<file path="config.mk">
export PLATFORM = sky130hd
export DESIGN_NAME = centroid_updater_flat
export DESIGN_NICKNAME = d
export VERILOG_FILES = /design/src/rtl/kmeans_pkg.sv /design/src/rtl/centroid_updater_if.sv /design/src/rtl/seq_divider.sv /design/src/rtl/centroid_updater.sv /design/src/flat_wrapper.sv
export SDC_FILE = /design/constraint.sdc
export NUM_CORES = 2
export LEC_CHECK = 0
export BUFFER_PORTS_ARGS = -buffer_cell sky130_fd_sc_hd__clkbuf_2
export CAP_MARGIN = 10
export CORE_UTILIZATION = 45
export DETAILED_ROUTE_END_ITERATION = 8
export SKIP_CTS_REPAIR_TIMING = 1
export SLEW_MARGIN = 10
export SYNTH_ARGS = -nofsm -noshare
export SYNTH_HDL_FRONTEND = slang
export SYNTH_SLANG_ARGS = --single-unit
</file>
<file path="constraint.sdc">
create_clock -name clk -period 10.3 [get_ports clk]
set_input_delay 0 -clock clk [delete_from_list [all_inputs] [get_ports clk]]
set_output_delay 0 -clock clk [all_outputs]
set_load 0.02 [all_outputs]
</file>
<file path="src/rtl/kmeans_pkg.sv">
// Shared K-means datapath constants, FSM encoding and one-hot helpers.
// Latency: n/a. Backpressure: n/a.
// Used by the centroid updater and the later mean/variance stages.
package kmeans_pkg;

    localparam int N_CORES = 16;
    localparam int COORD_W = 8;
    localparam int CNT_W   = 16;
    localparam int SUM_W   = COORD_W + CNT_W;
    localparam int IDX_W   = $clog2(N_CORES);

    typedef enum logic [2:0] {
        ACCUM = 3'd0,
        LOAD  = 3'd1,
        DIV_X = 3'd2,
        DIV_Y = 3'd3,
        EMIT  = 3'd4,
        CLEAR = 3'd5
    } state_e;

    typedef struct packed {
        logic [COORD_W-1:0] x;
        logic [COORD_W-1:0] y;
        logic               empty;
    } cen_t;

    function automatic logic onehot_ok(input logic [N_CORES-1:0] v);
        return (v != '0) && ((v & (v - N_CORES'(1))) == '0);
    endfunction

    function automatic logic [IDX_W-1:0] onehot_enc(input logic [N_CORES-1:0] v);
        logic [IDX_W-1:0] r;
        r = '0;
        for (int i = 0; i < N_CORES; i++) begin
            if (v[i]) r = r | IDX_W'(i);
        end
        return r;
    endfunction

endpackage

</file>
<file path="src/rtl/centroid_updater_if.sv">
// Point-in / centroid-out bus of the centroid updater.
// Latency: n/a. Backpressure: pointValid/pointReady in, cenValid/cenReady out.
// slave = the updater, master = the comparator/reload side.
interface centroid_updater_if;
    import kmeans_pkg::*;

    logic                 pointValid;
    logic                 pointReady;
    logic [COORD_W-1:0]   pointX;
    logic [COORD_W-1:0]   pointY;
    logic [N_CORES-1:0]   closestCore;
    logic                 epochEnd;
    logic                 cenValid;
    logic                 cenReady;
    logic [IDX_W-1:0]     cenIdx;
    logic [COORD_W-1:0]   cenX;
    logic [COORD_W-1:0]   cenY;
    logic                 cenEmpty;
    logic                 busy;
    logic                 errOneHot;
    logic                 errOvf;

    modport slave (
        input  pointValid, pointX, pointY, closestCore, epochEnd, cenReady,
        output pointReady, cenValid, cenIdx, cenX, cenY, cenEmpty, busy, errOneHot, errOvf
    );

    modport master (
        output pointValid, pointX, pointY, closestCore, epochEnd, cenReady,
        input  pointReady, cenValid, cenIdx, cenX, cenY, cenEmpty, busy, errOneHot, errOvf
    );

endinterface

</file>
<file path="src/rtl/seq_divider.sv">
// Restoring unsigned divider, one quotient bit per cycle, floor result.
// Latency: start in cycle t, done pulses and quotient valid in cycle t+QUOT_W.
// Backpressure: none; quotient holds until the next start.
module seq_divider import kmeans_pkg::*; #(
    parameter int DIVIDEND_W = SUM_W,
    parameter int DIVISOR_W  = CNT_W,
    parameter int QUOT_W     = COORD_W
) (
    input  logic                  clk,
    input  logic                  rst_n,
    input  logic                  start,
    input  logic [DIVIDEND_W-1:0] dividend,
    input  logic [DIVISOR_W-1:0]  divisor,
    output logic [QUOT_W-1:0]     quotient,
    output logic                  done
);

    localparam int CW = $clog2(QUOT_W + 1);

    logic [DIVIDEND_W-1:0] rem, rem_in, rem_nx;
    logic [DIVIDEND_W-1:0] dsh, dsh_in;
    logic [QUOT_W-1:0]     q, q_in, q_nx;
    logic [CW-1:0]         left;
    logic                  run;
    logic                  ge;

    // The quotient is known to fit QUOT_W bits, so only the top QUOT_W
    // alignments of the divisor are tried; the first one runs on the start edge.
    always_comb begin
        rem_in = start ? dividend : rem;
        dsh_in = start ? (DIVIDEND_W'(divisor) << (QUOT_W - 1)) : dsh;
        q_in   = start ? '0 : q;
        ge     = (rem_in >= dsh_in);
        rem_nx = ge ? (rem_in - dsh_in) : rem_in;
        q_nx   = {q_in[QUOT_W-2:0], ge};
    end

    always_ff @(posedge clk or negedge rst_n) begin
        if (!rst_n) begin
            rem  <= '0;
            dsh  <= '0;
            q    <= '0;
            left <= '0;
            run  <= 1'b0;
            done <= 1'b0;
        end else if (start || run) begin
            rem <= rem_nx;
            dsh <= dsh_in >> 1;
            q   <= q_nx;
            if (start) begin
                left <= CW'(QUOT_W - 1);
                run  <= 1'b1;
                done <= 1'b0;
            end else begin
                left <= left - CW'(1);
                if (left == CW'(1)) begin
                    run  <= 1'b0;
                    done <= 1'b1;
                end
            end
        end else begin
            done <= 1'b0;
        end
    end

    assign quotient = q;

endmodule

</file>
<file path="src/rtl/centroid_updater.sv">
// Accumulates per-cluster sums/counts per epoch, then emits floor(sum/count) per cluster.
// Latency: 1 cycle accumulate; 1+2*COORD_W cycles per non-empty centroid, 1 per empty one.
// Backpressure: pointReady low outside ACCUM; EMIT holds outputs until cenReady.
module centroid_updater import kmeans_pkg::*; (
    input  logic               clk,
    input  logic               rst_n,
    centroid_updater_if.slave  bus
);

    state_e             state;
    logic [SUM_W-1:0]   sum_x [N_CORES];
    logic [SUM_W-1:0]   sum_y [N_CORES];
    logic [CNT_W-1:0]   cnt   [N_CORES];
    logic [IDX_W-1:0]   idx;
    cen_t               cen;
    logic               err_onehot;
    logic               err_ovf;

    logic               accept;
    logic               hot_ok;
    logic [IDX_W-1:0]   sel;
    logic               cnt_full;
    logic               cnt_zero;

    logic               div_start;
    logic [SUM_W-1:0]   div_dividend;
    logic [COORD_W-1:0] div_q;
    logic               div_done;

    assign accept   = bus.pointValid && (state == ACCUM);
    assign hot_ok   = onehot_ok(bus.closestCore);
    assign sel      = onehot_enc(bus.closestCore);
    assign cnt_full = (cnt[sel] == {CNT_W{1'b1}});
    assign cnt_zero = (cnt[idx] == '0);

    // X divide launches from LOAD; Y launches in the cycle X completes.
    assign div_start    = ((state == LOAD) && !cnt_zero) || ((state == DIV_X) && div_done);
    assign div_dividend = (state == LOAD) ? sum_x[idx] : sum_y[idx];

    seq_divider #(
        .DIVIDEND_W (SUM_W),
        .DIVISOR_W  (CNT_W),
        .QUOT_W     (COORD_W)
    ) u_div (
        .clk      (clk),
        .rst_n    (rst_n),
        .start    (div_start),
        .dividend (div_dividend),
        .divisor  (cnt[idx]),
        .quotient (div_q),
        .done     (div_done)
    );

    always_ff @(posedge clk or negedge rst_n) begin
        if (!rst_n) begin
            for (int i = 0; i < N_CORES; i++) begin
                sum_x[i] <= '0;
                sum_y[i] <= '0;
                cnt[i]   <= '0;
            end
        end else if (state == CLEAR) begin
            for (int i = 0; i < N_CORES; i++) begin
                sum_x[i] <= '0;
                sum_y[i] <= '0;
                cnt[i]   <= '0;
            end
        end else if (accept && hot_ok && !cnt_full) begin
            sum_x[sel] <= sum_x[sel] + SUM_W'(bus.pointX);
            sum_y[sel] <= sum_y[sel] + SUM_W'(bus.pointY);
            cnt[sel]   <= cnt[sel] + CNT_W'(1);
        end
    end

    always_ff @(posedge clk or negedge rst_n) begin
        if (!rst_n) begin
            err_onehot <= 1'b0;
            err_ovf    <= 1'b0;
        end else begin
            if (accept && !hot_ok)            err_onehot <= 1'b1;
            if (accept && hot_ok && cnt_full) err_ovf    <= 1'b1;
        end
    end

    always_ff @(posedge clk or negedge rst_n) begin
        if (!rst_n) begin
            state <= ACCUM;
            idx   <= '0;
            cen   <= '0;
        end else begin
            case (state)
                ACCUM: begin
                    if (bus.epochEnd) begin
                        state <= LOAD;
                        idx   <= '0;
                    end
                end
                LOAD: begin
                    if (cnt_zero) begin
                        cen   <= '{x: '0, y: '0, empty: 1'b1};
                        state <= EMIT;
                    end else begin
                        cen.empty <= 1'b0;
                        state     <= DIV_X;
                    end
                end
                DIV_X: begin
                    if (div_done) begin
                        cen.x <= div_q;
                        state <= DIV_Y;
                    end
                end
                DIV_Y: begin
                    if (div_done) begin
                        cen.y <= div_q;
                        state <= EMIT;
                    end
                end
                EMIT: begin
                    if (bus.cenReady) begin
                        if (idx == IDX_W'(N_CORES - 1)) begin
                            state <= CLEAR;
                        end else begin
                            idx   <= idx + IDX_W'(1);
                            state <= LOAD;
                        end
                    end
                end
                CLEAR: begin
                    state <= ACCUM;
                    idx   <= '0;
                end
                default: state <= ACCUM;
            endcase
        end
    end

    assign bus.pointReady = (state == ACCUM);
    assign bus.cenValid   = (state == EMIT);
    assign bus.busy       = (state != ACCUM);
    assign bus.cenIdx     = idx;
    assign bus.cenX       = cen.x;
    assign bus.cenY       = cen.y;
    assign bus.cenEmpty   = cen.empty;
    assign bus.errOneHot  = err_onehot;
    assign bus.errOvf     = err_ovf;

endmodule

</file>
<file path="src/flat_wrapper.sv">
// flat-port wrapper written by rule: the top's interface ports become plain ports
module centroid_updater_flat import kmeans_pkg::*;
  (clk, rst_n, bus_pointValid, bus_pointX, bus_pointY, bus_closestCore, bus_epochEnd, bus_cenReady, bus_pointReady, bus_cenValid, bus_cenIdx, bus_cenX, bus_cenY, bus_cenEmpty, bus_busy, bus_errOneHot, bus_errOvf);
  centroid_updater_if bus_i ();
  input  logic clk;
  input  logic rst_n;
  input wire logic [$bits(bus_i.pointValid)-1:0] bus_pointValid;
  input wire logic [$bits(bus_i.pointX)-1:0] bus_pointX;
  input wire logic [$bits(bus_i.pointY)-1:0] bus_pointY;
  input wire logic [$bits(bus_i.closestCore)-1:0] bus_closestCore;
  input wire logic [$bits(bus_i.epochEnd)-1:0] bus_epochEnd;
  input wire logic [$bits(bus_i.cenReady)-1:0] bus_cenReady;
  output wire logic [$bits(bus_i.pointReady)-1:0] bus_pointReady;
  output wire logic [$bits(bus_i.cenValid)-1:0] bus_cenValid;
  output wire logic [$bits(bus_i.cenIdx)-1:0] bus_cenIdx;
  output wire logic [$bits(bus_i.cenX)-1:0] bus_cenX;
  output wire logic [$bits(bus_i.cenY)-1:0] bus_cenY;
  output wire logic [$bits(bus_i.cenEmpty)-1:0] bus_cenEmpty;
  output wire logic [$bits(bus_i.busy)-1:0] bus_busy;
  output wire logic [$bits(bus_i.errOneHot)-1:0] bus_errOneHot;
  output wire logic [$bits(bus_i.errOvf)-1:0] bus_errOvf;
  assign bus_i.pointValid = bus_pointValid;
  assign bus_i.pointX = bus_pointX;
  assign bus_i.pointY = bus_pointY;
  assign bus_i.closestCore = bus_closestCore;
  assign bus_i.epochEnd = bus_epochEnd;
  assign bus_i.cenReady = bus_cenReady;
  assign bus_pointReady = bus_i.pointReady;
  assign bus_cenValid = bus_i.cenValid;
  assign bus_cenIdx = bus_i.cenIdx;
  assign bus_cenX = bus_i.cenX;
  assign bus_cenY = bus_i.cenY;
  assign bus_cenEmpty = bus_i.cenEmpty;
  assign bus_busy = bus_i.busy;
  assign bus_errOneHot = bus_i.errOneHot;
  assign bus_errOvf = bus_i.errOvf;
  centroid_updater u_core (.clk(clk), .rst_n(rst_n), .bus(bus_i));
endmodule
</file>
---- After elaboration in Yosys (flattened, before gate mapping) ----
Index checks and enable logic that the tools add are counted.
word-level totals
  flip-flop bits (word level) ............. 1111
  logic and storage cells ................. 192
operators by class
  order comparisons ....................... 4
  $add $sub $neg .......................... 7
  multiplexer cells ....................... 73
  eq/ne operators ......................... 15
  bitwise logic cells ..................... 3
  reductions and logical operators ........ 29
operator list
  operator                                            count
  two-way mux 384 bit                                 4
  bitwise mux 384 bit                                 2
  two-way mux 256 bit                                 2
  binary-select mux 24 bit (select 4 bit)             4
  two-way mux 24 bit                                  12
  bitwise mux 256 bit                                 1
  binary-select mux 16 bit (select 4 bit)             2
  demux 24 bit (select 4 bit)                         1
  two-way mux 16 bit                                  6
  demux 16 bit (select 4 bit)                         1
  adder 24 x 8 -> 24 bit                              2
  two-way mux 4 bit                                   12
  zero test 16 bit                                    2
  case mux 8 bit (2 select lines)                     2
  two-way mux 3 bit                                   10
  greater-or-equal comparator 24 x 23 -> 1 bit        1
  subtractor 24 x 23 -> 24 bit                        1
  two-way mux 23 bit                                  1
  adder 16 x 1 -> 16 bit, second input constant       1
  AND 16 bit                                          1
  == test 16 bit, second input constant               1
  nonzero test 16 bit                                 1
  subtractor 16 x 1 -> 16 bit, second input constant  1
  case mux 3 bit (5 select lines)                     1
  27 further kinds                                    59

---- Logic depth before layout (Yosys ltp) ----
  depth in word-level cells ............... 24
  mapped depth ............................ 29
  mapped depth without buffers ............ 21

---- Cells and area by module ----
A second synthesis with hierarchy kept.
second synthesis, totals
  cell total of the unflattened synthesis .. 6738
  area, all modules ....................... 63275.7 um^2
modules (own cells, without submodules)
  module            instances  cells each  area an instance (um^2)
  centroid_updater  1          6264        59054.1
  seq_divider       1          474         4221.5

---- Worst setup path after synthesis ----
OpenSTA, ideal clock, no wires.
  kind .................................... register -> register
  start point ............................. register u_core.idx[1] (netlist: u_core.bus.cenIdx[1])
  end point ............................... register u_core.u_div.rem[13]
  slack ................................... 3.270 ns
  arrival ................................. 6.905 ns
  path buffers ............................ 6
  clock period less this slack ............ 7.030 ns
  cell stages (with the launch flop) ...... 26
  path through ............................ dfrtp_1 > buf_2 > buf_1 > mux4_2 > a22o_1 > a221o_1 > nor4_1 > nand3b_1 > o22ai_2 > buf_2 > buf_4 > buf_2 > mux2i_1 > ha_1 > inv_1 > fa_1 > a211oi_1 > o211ai_1 > a221oi_1 > a2bb2oi_1 > a41oi_1 > nor3_2 > nand2b_1 > clkbuf_1 > o21ai_0 > mux2_2
on the way
  longest elaborated chain between the ends .. 11
RTL lines
  what                                                                                          line                                                                    RTL
  from (decl)                                                                                   centroid_updater.sv:14                                                  logic [IDX_W-1:0] idx;
  from (signal assigned)                                                                        centroid_updater.sv:123                                                 idx <= idx + IDX_W'(1);
  inverter 4 -> 5 bit (not written as such) (*)                                                 centroid_updater.sv:34, centroid_updater.sv:38, centroid_updater.sv:49
  binary-select mux 16 bit (select 4 bit)                                                       centroid_updater.sv:34, centroid_updater.sv:49
  two-way mux 16 bit (not written as such) (2 in series)                                        centroid_updater.sv:34, centroid_updater.sv:49
  zero test 16 bit                                                                              centroid_updater.sv:34                                                  assign cnt_zero = (cnt[idx] == '0);
  zero test 1 bit                                                                               centroid_updater.sv:37                                                  assign div_start = ((state == LOAD) && !cnt_zero) || ((state == DIV_X) && div_done);
  logical AND 1 bit                                                                             centroid_updater.sv:37
  logical OR 1 bit                                                                              centroid_updater.sv:37
  two-way mux 24 bit or two-way mux 23 bit (tied branches)                                      seq_divider.sv:30, seq_divider.sv:31
  subtractor 24 x 23 -> 24 bit or greater-or-equal comparator 24 x 23 -> 1 bit (tied branches)  seq_divider.sv:34, seq_divider.sv:33
  two-way mux 24 bit                                                                            seq_divider.sv:34                                                       rem_nx = ge ? (rem_in - dsh_in) : rem_in;
  to (signal assigned)                                                                          seq_divider.sv:47                                                       rem <= rem_nx;
  to (decl)                                                                                     seq_divider.sv:20                                                       logic [DIVIDEND_W-1:0] rem, rem_in, rem_nx;
Mark *: on every way between the ends. The rest lies on a longest branch, timed or not. The select of a mux whose other input is x is not followed.
A chain may end at the register's enable or synchronous reset.

---- Worst setup path after layout ----
  start point ............................. register u_core.idx[1] (netlist: u_core.bus.cenIdx[1])
  end point ............................... register u_core.u_div.rem[4]
Same word-level chain as after synthesis.

==> results.txt <==
- # clock sinks: 1110
- Initial antenna violation count: 4
* Detailed placement HPWL: about 130000 um
- Startpoint Class: flop
- The worst setup path is captured at a flop.
* Relative area change from synthesis to final layout: 8.68%
- The post-route netlist has 12.4% of its cells at a drive strength greater than 1.
* Full die area: 146000 um^2
- The cell count after synthesis came out at 7024.
* Worst hold margin: -0.0459 ns
- For this block, the via count after detailed routing is approximately 57000.
* Number of placement rows: about 140
* Placer Congestion: 0.922
- Bufs on Longest Clock Path: 3
* Flip-flop cell with the highest count after synthesis: sky130_fd_sc_hd__dfrtp_1
- TritonCTS created 133 clock buffers.
* Asr flop ratio synth: 100%
- Leak Pwr: 29.9 nW
- Final TNS setup: 0 ns
- In this run the worst hold path is classified as in2reg.
- Area used by sequential logic in the layout: 27800 um^2
- Counting flops with a built-in enable in the synthesized netlist gives 0.
* Clock H-tree levels: 4
* Required arrival time at the worst endpoint: 10.92 ns
- MaxCap Viol Count: 0
* Largest area contributor in the netlist: sky130_fd_sc_hd__dfrtp_1
* Clock transition at the register clock pins on the worst setup and hold paths after CTS: 0.06 ns
* Multi-input logic area: 34300 um^2
* Post-route fraction of the period consumed by the critical path: 86.3%
- In this run the clock root is driven by a sky130_fd_sc_hd__clkbuf_16.
* Area share of the leading cell type in the synthesized netlist: a little over two fifths
* Slew HR: about an eighth
- The die is 383 um tall.
- For this run, the share of the core covered by cells in the final layout is between 40% and 50%.
* Synth unique cells: 82
- The clock reaches the later pin of the worst-skew pair after 0.78 ns.
- Mean instance size in the synthesized netlist: approximately 9.3 um^2
* Die width: roughly 380 um
* Register area share after synthesis: 42.6%
- The core region is roughly 140000 um^2.
- Synthesized Nets: 7111
- Derived from the worst setup path, the maximum achievable clock frequency is ~0.11 GHz.
* Total of warnings raised by yosys: 0
- Of all nets on the critical path, the largest fanout is 51.
- After synthesis the cells add up to 65200 um^2.
* Post-synth top cells: 1548 x sky130_fd_sc_hd__nand2_1, 1110 x sky130_fd_sc_hd__dfrtp_1, 740 x sky130_fd_sc_hd__o21ai_0
- Total length of routed wires: around 230000 um
- GRT Util Overall: approximately a third
* Run status: finished, violations left
- The number of pins exceeding their max-slew limit in the final report was 0.
- Port buffering added 62 buffers.
- Largest net degree at the start of global routing: 181
- Via count of the first global-routing pass: around 54000
* IO Pins: 63
- Minimum period implied by the final worst setup slack: just under 9 ns
- Dividing the detail-routed wire length by the instance count gives roughly 27 um.
- At the pin with the least slew margin, the transition time is approximately 1.3 ns.
- Initial Util: 45.4%
* Setup repair after global routing missed its margin: no
- Final nets: 6757
- In the routed layout, each cell is associated on average with a via count of 6.52.
* P per Cell Area: 244 nW/um^2
- TritonCTS built the clock tree.
- Total DRC errors in the routed layout: 20
- At the worst endpoint, the arrival time is 9.51 ns.
* Count of state elements after synthesis: 1110
* Top cells by area in the synthesized netlist: sky130_fd_sc_hd__dfrtp_1 43%, sky130_fd_sc_hd__mux4_2 10%, sky130_fd_sc_hd__nand2_1 8.9%
* Setup Viol. Count Final: 0
* Classification of the worst setup path: reg2reg
* Number of iterations in the first detailed-routing pass: 8
- The count of endpoints failing hold in the final timing report came to 37.
* Violations in the final reports: design-rule violations, negative hold slack
- First-pass GRT wire length: ~350000 um
- Most repeated cell in the gate-level netlist after synthesis: sky130_fd_sc_hd__nand2_1
- In this run the remaining antenna-violating nets after routing total 0.
- VDD sags by at most 0.000197 V.
- Total of fill cells in the finished design: 13300
* Remaining global-route overflow: 0
- Skew final: roughly 0.034 ns
- Iter 0 DRT Violations: between 7000 and 8000
-- power breakdown --
part	leakage [nW]	internal, W	switching (W)
combinational	13.6	0.00249	0.00359
clock	2.23	0.00293	0.00199
sequential	14.0	0.00543	0.000879
total	29.9	0.0109	0.00646
-- path summary, 6_finish.rpt --
path,start,slack (ns),cells after the start,endpoint
worst max-delay path,u_core.bus.cenIdx[1],1.41,21,u_core.u_div.rem[4]
worst min-delay path,bus_pointX[3],-0.05,4,u_core.sum_x[171]
worst max register to register,u_core.bus.cenIdx[1],1.41,21,u_core.u_div.rem[4]
worst min register to register,u_core.bus.errOvf,0.47,1,u_core.bus.errOvf
max in group asynchronous,rst_n,7.82,5,u_core.sum_y[366]
min in group asynchronous,rst_n,0.31,3,u_core.cnt[255]
-- critical path: stages (launching register included) --
cell and delay [ns]:
sky130_fd_sc_hd__dfrtp_4 0.79, sky130_fd_sc_hd__buf_4 0.78, sky130_fd_sc_hd__mux4_2 0.41, sky130_fd_sc_hd__a221o_1 0.39, sky130_fd_sc_hd__nor4_1 0.95, sky130_fd_sc_hd__nand3b_1 0.25, sky130_fd_sc_hd__o22ai_4 0.21, sky130_fd_sc_hd__buf_4 0.44
sky130_fd_sc_hd__mux2i_1 0.24, sky130_fd_sc_hd__ha_1 0.18, sky130_fd_sc_hd__inv_1 0.06, sky130_fd_sc_hd__fa_1 0.45, sky130_fd_sc_hd__a211oi_1 0.41, sky130_fd_sc_hd__o211ai_1 0.20, sky130_fd_sc_hd__a221oi_1 0.65, sky130_fd_sc_hd__a2bb2oi_1 0.37
sky130_fd_sc_hd__a41oi_1 0.28, sky130_fd_sc_hd__nor3_2 0.61, sky130_fd_sc_hd__mux2i_1 0.47, sky130_fd_sc_hd__buf_4 0.31, sky130_fd_sc_hd__o211ai_1 0.10, sky130_fd_sc_hd__a31oi_1 0.10
-- per-layer routing --
metal | up-vias | global-route usage, % | share of wire (%)
met5 | - | 0 | 0.022
met4 | 4 | 14.0 | 4.7
met3 | 612 | 6.70 | 9.8
met2 | 3087 | 47.2 | 44
met1 | 28300 | 44.3 | 41
li1 | 24600 | - | -
-- cell families after synthesis --
| kind of cell | Yosys count | share of synthesized area (%) |
|---|---|---|
| xor gates and xnor gates | 90 | 1.29 |
| and+or+nand+nor | 2831 | 20.2 |
| adders and majority gates | 51 | 1.01 |
| muxes | 616 | 15.1 |
| buffers and inverters | 746 | 5.36 |
| AOI/OAI and AO/OA | 1580 | 14.5 |
| DFF | 1110 | 42.6 |
-- registers in the layout (all words and copies together) (netlist names), 3 cells and up --
| signal | cells |
|---|---|
| u_core.sum_x | 384 |
| u_core.sum_y | 384 |
| u_core.cnt | 256 |
| u_core.u_div.rem | 24 |
| u_core.u_div.dsh | 22 |
| u_core.bus.cenX | 8 |
| u_core.bus.cenY | 8 |
| u_core.u_div.quotient | 8 |
| u_core.bus.cenIdx | 4 |
| u_core.u_div.left | 4 |
| u_core.state | 3 |
-- per-stage QoR --
step / power (W) / instance area (um^2) / worst slack [ns] / hold slack (ns) / std cells
5_1_grt: 0.0182 / 70900 / 1.14 / 0.000486 / 8671
2_1_floorplan: 0.0105 / 65200 / 3.27 / -0.296 / 7024
3_3_place_gp: 0.0122 / 66200 / 1.75 / 0.137 / 8424
4_1_cts: 0.0173 / 70700 / 1.57 / -0.687 / 8657
3_5_place_dp: 0.0123 / 66200 / 1.58 / 0.135 / 8424
6_report: 0.0173 / 70900 / 1.41 / -0.0459 / 8672
-- area by class of cell --
class                   instances  area share, %
multi-input cells            5168           48.3
flip-flops and latches       1110           39.2
clock buffers                 188           5.49
well taps                    1903           3.36
repair buffers                229           2.59
clock inverters                45          0.851
inverters                      28          0.148
diodes                          1        0.00353
-- placed cells by master, fill, tap and decap left out, types with 19 or more instances in the layout --
cell	instances
sky130_fd_sc_hd__inv_1	27
sky130_fd_sc_hd__clkbuf_1	24
sky130_fd_sc_hd__nand3_1	605
sky130_fd_sc_hd__nand2_1	1545
sky130_fd_sc_hd__nor2_1	109
sky130_fd_sc_hd__o21ai_0	740
sky130_fd_sc_hd__clkbuf_8	27
sky130_fd_sc_hd__clkbuf_2	61
sky130_fd_sc_hd__ha_1	47
sky130_fd_sc_hd__nor4_2	19
sky130_fd_sc_hd__a211oi_1	327
sky130_fd_sc_hd__o2111a_1	39
sky130_fd_sc_hd__a21oi_1	147
sky130_fd_sc_hd__nand3b_1	66
sky130_fd_sc_hd__buf_4	138
sky130_fd_sc_hd__a31oi_1	70
sky130_fd_sc_hd__clkbuf_16	137
sky130_fd_sc_hd__o21ai_1	142
sky130_fd_sc_hd__mux2_2	23
sky130_fd_sc_hd__dfrtp_1	1106
sky130_fd_sc_hd__xor2_1	38
sky130_fd_sc_hd__mux4_2	290
sky130_fd_sc_hd__and3_1	326
sky130_fd_sc_hd__xnor2_1	42
sky130_fd_sc_hd__clkinv_2	23
sky130_fd_sc_hd__nor4_1	27
sky130_fd_sc_hd__mux2i_1	303
sky130_fd_sc_hd__nor2b_1	21
Note: power is estimated with default switching activity, not from simulation.
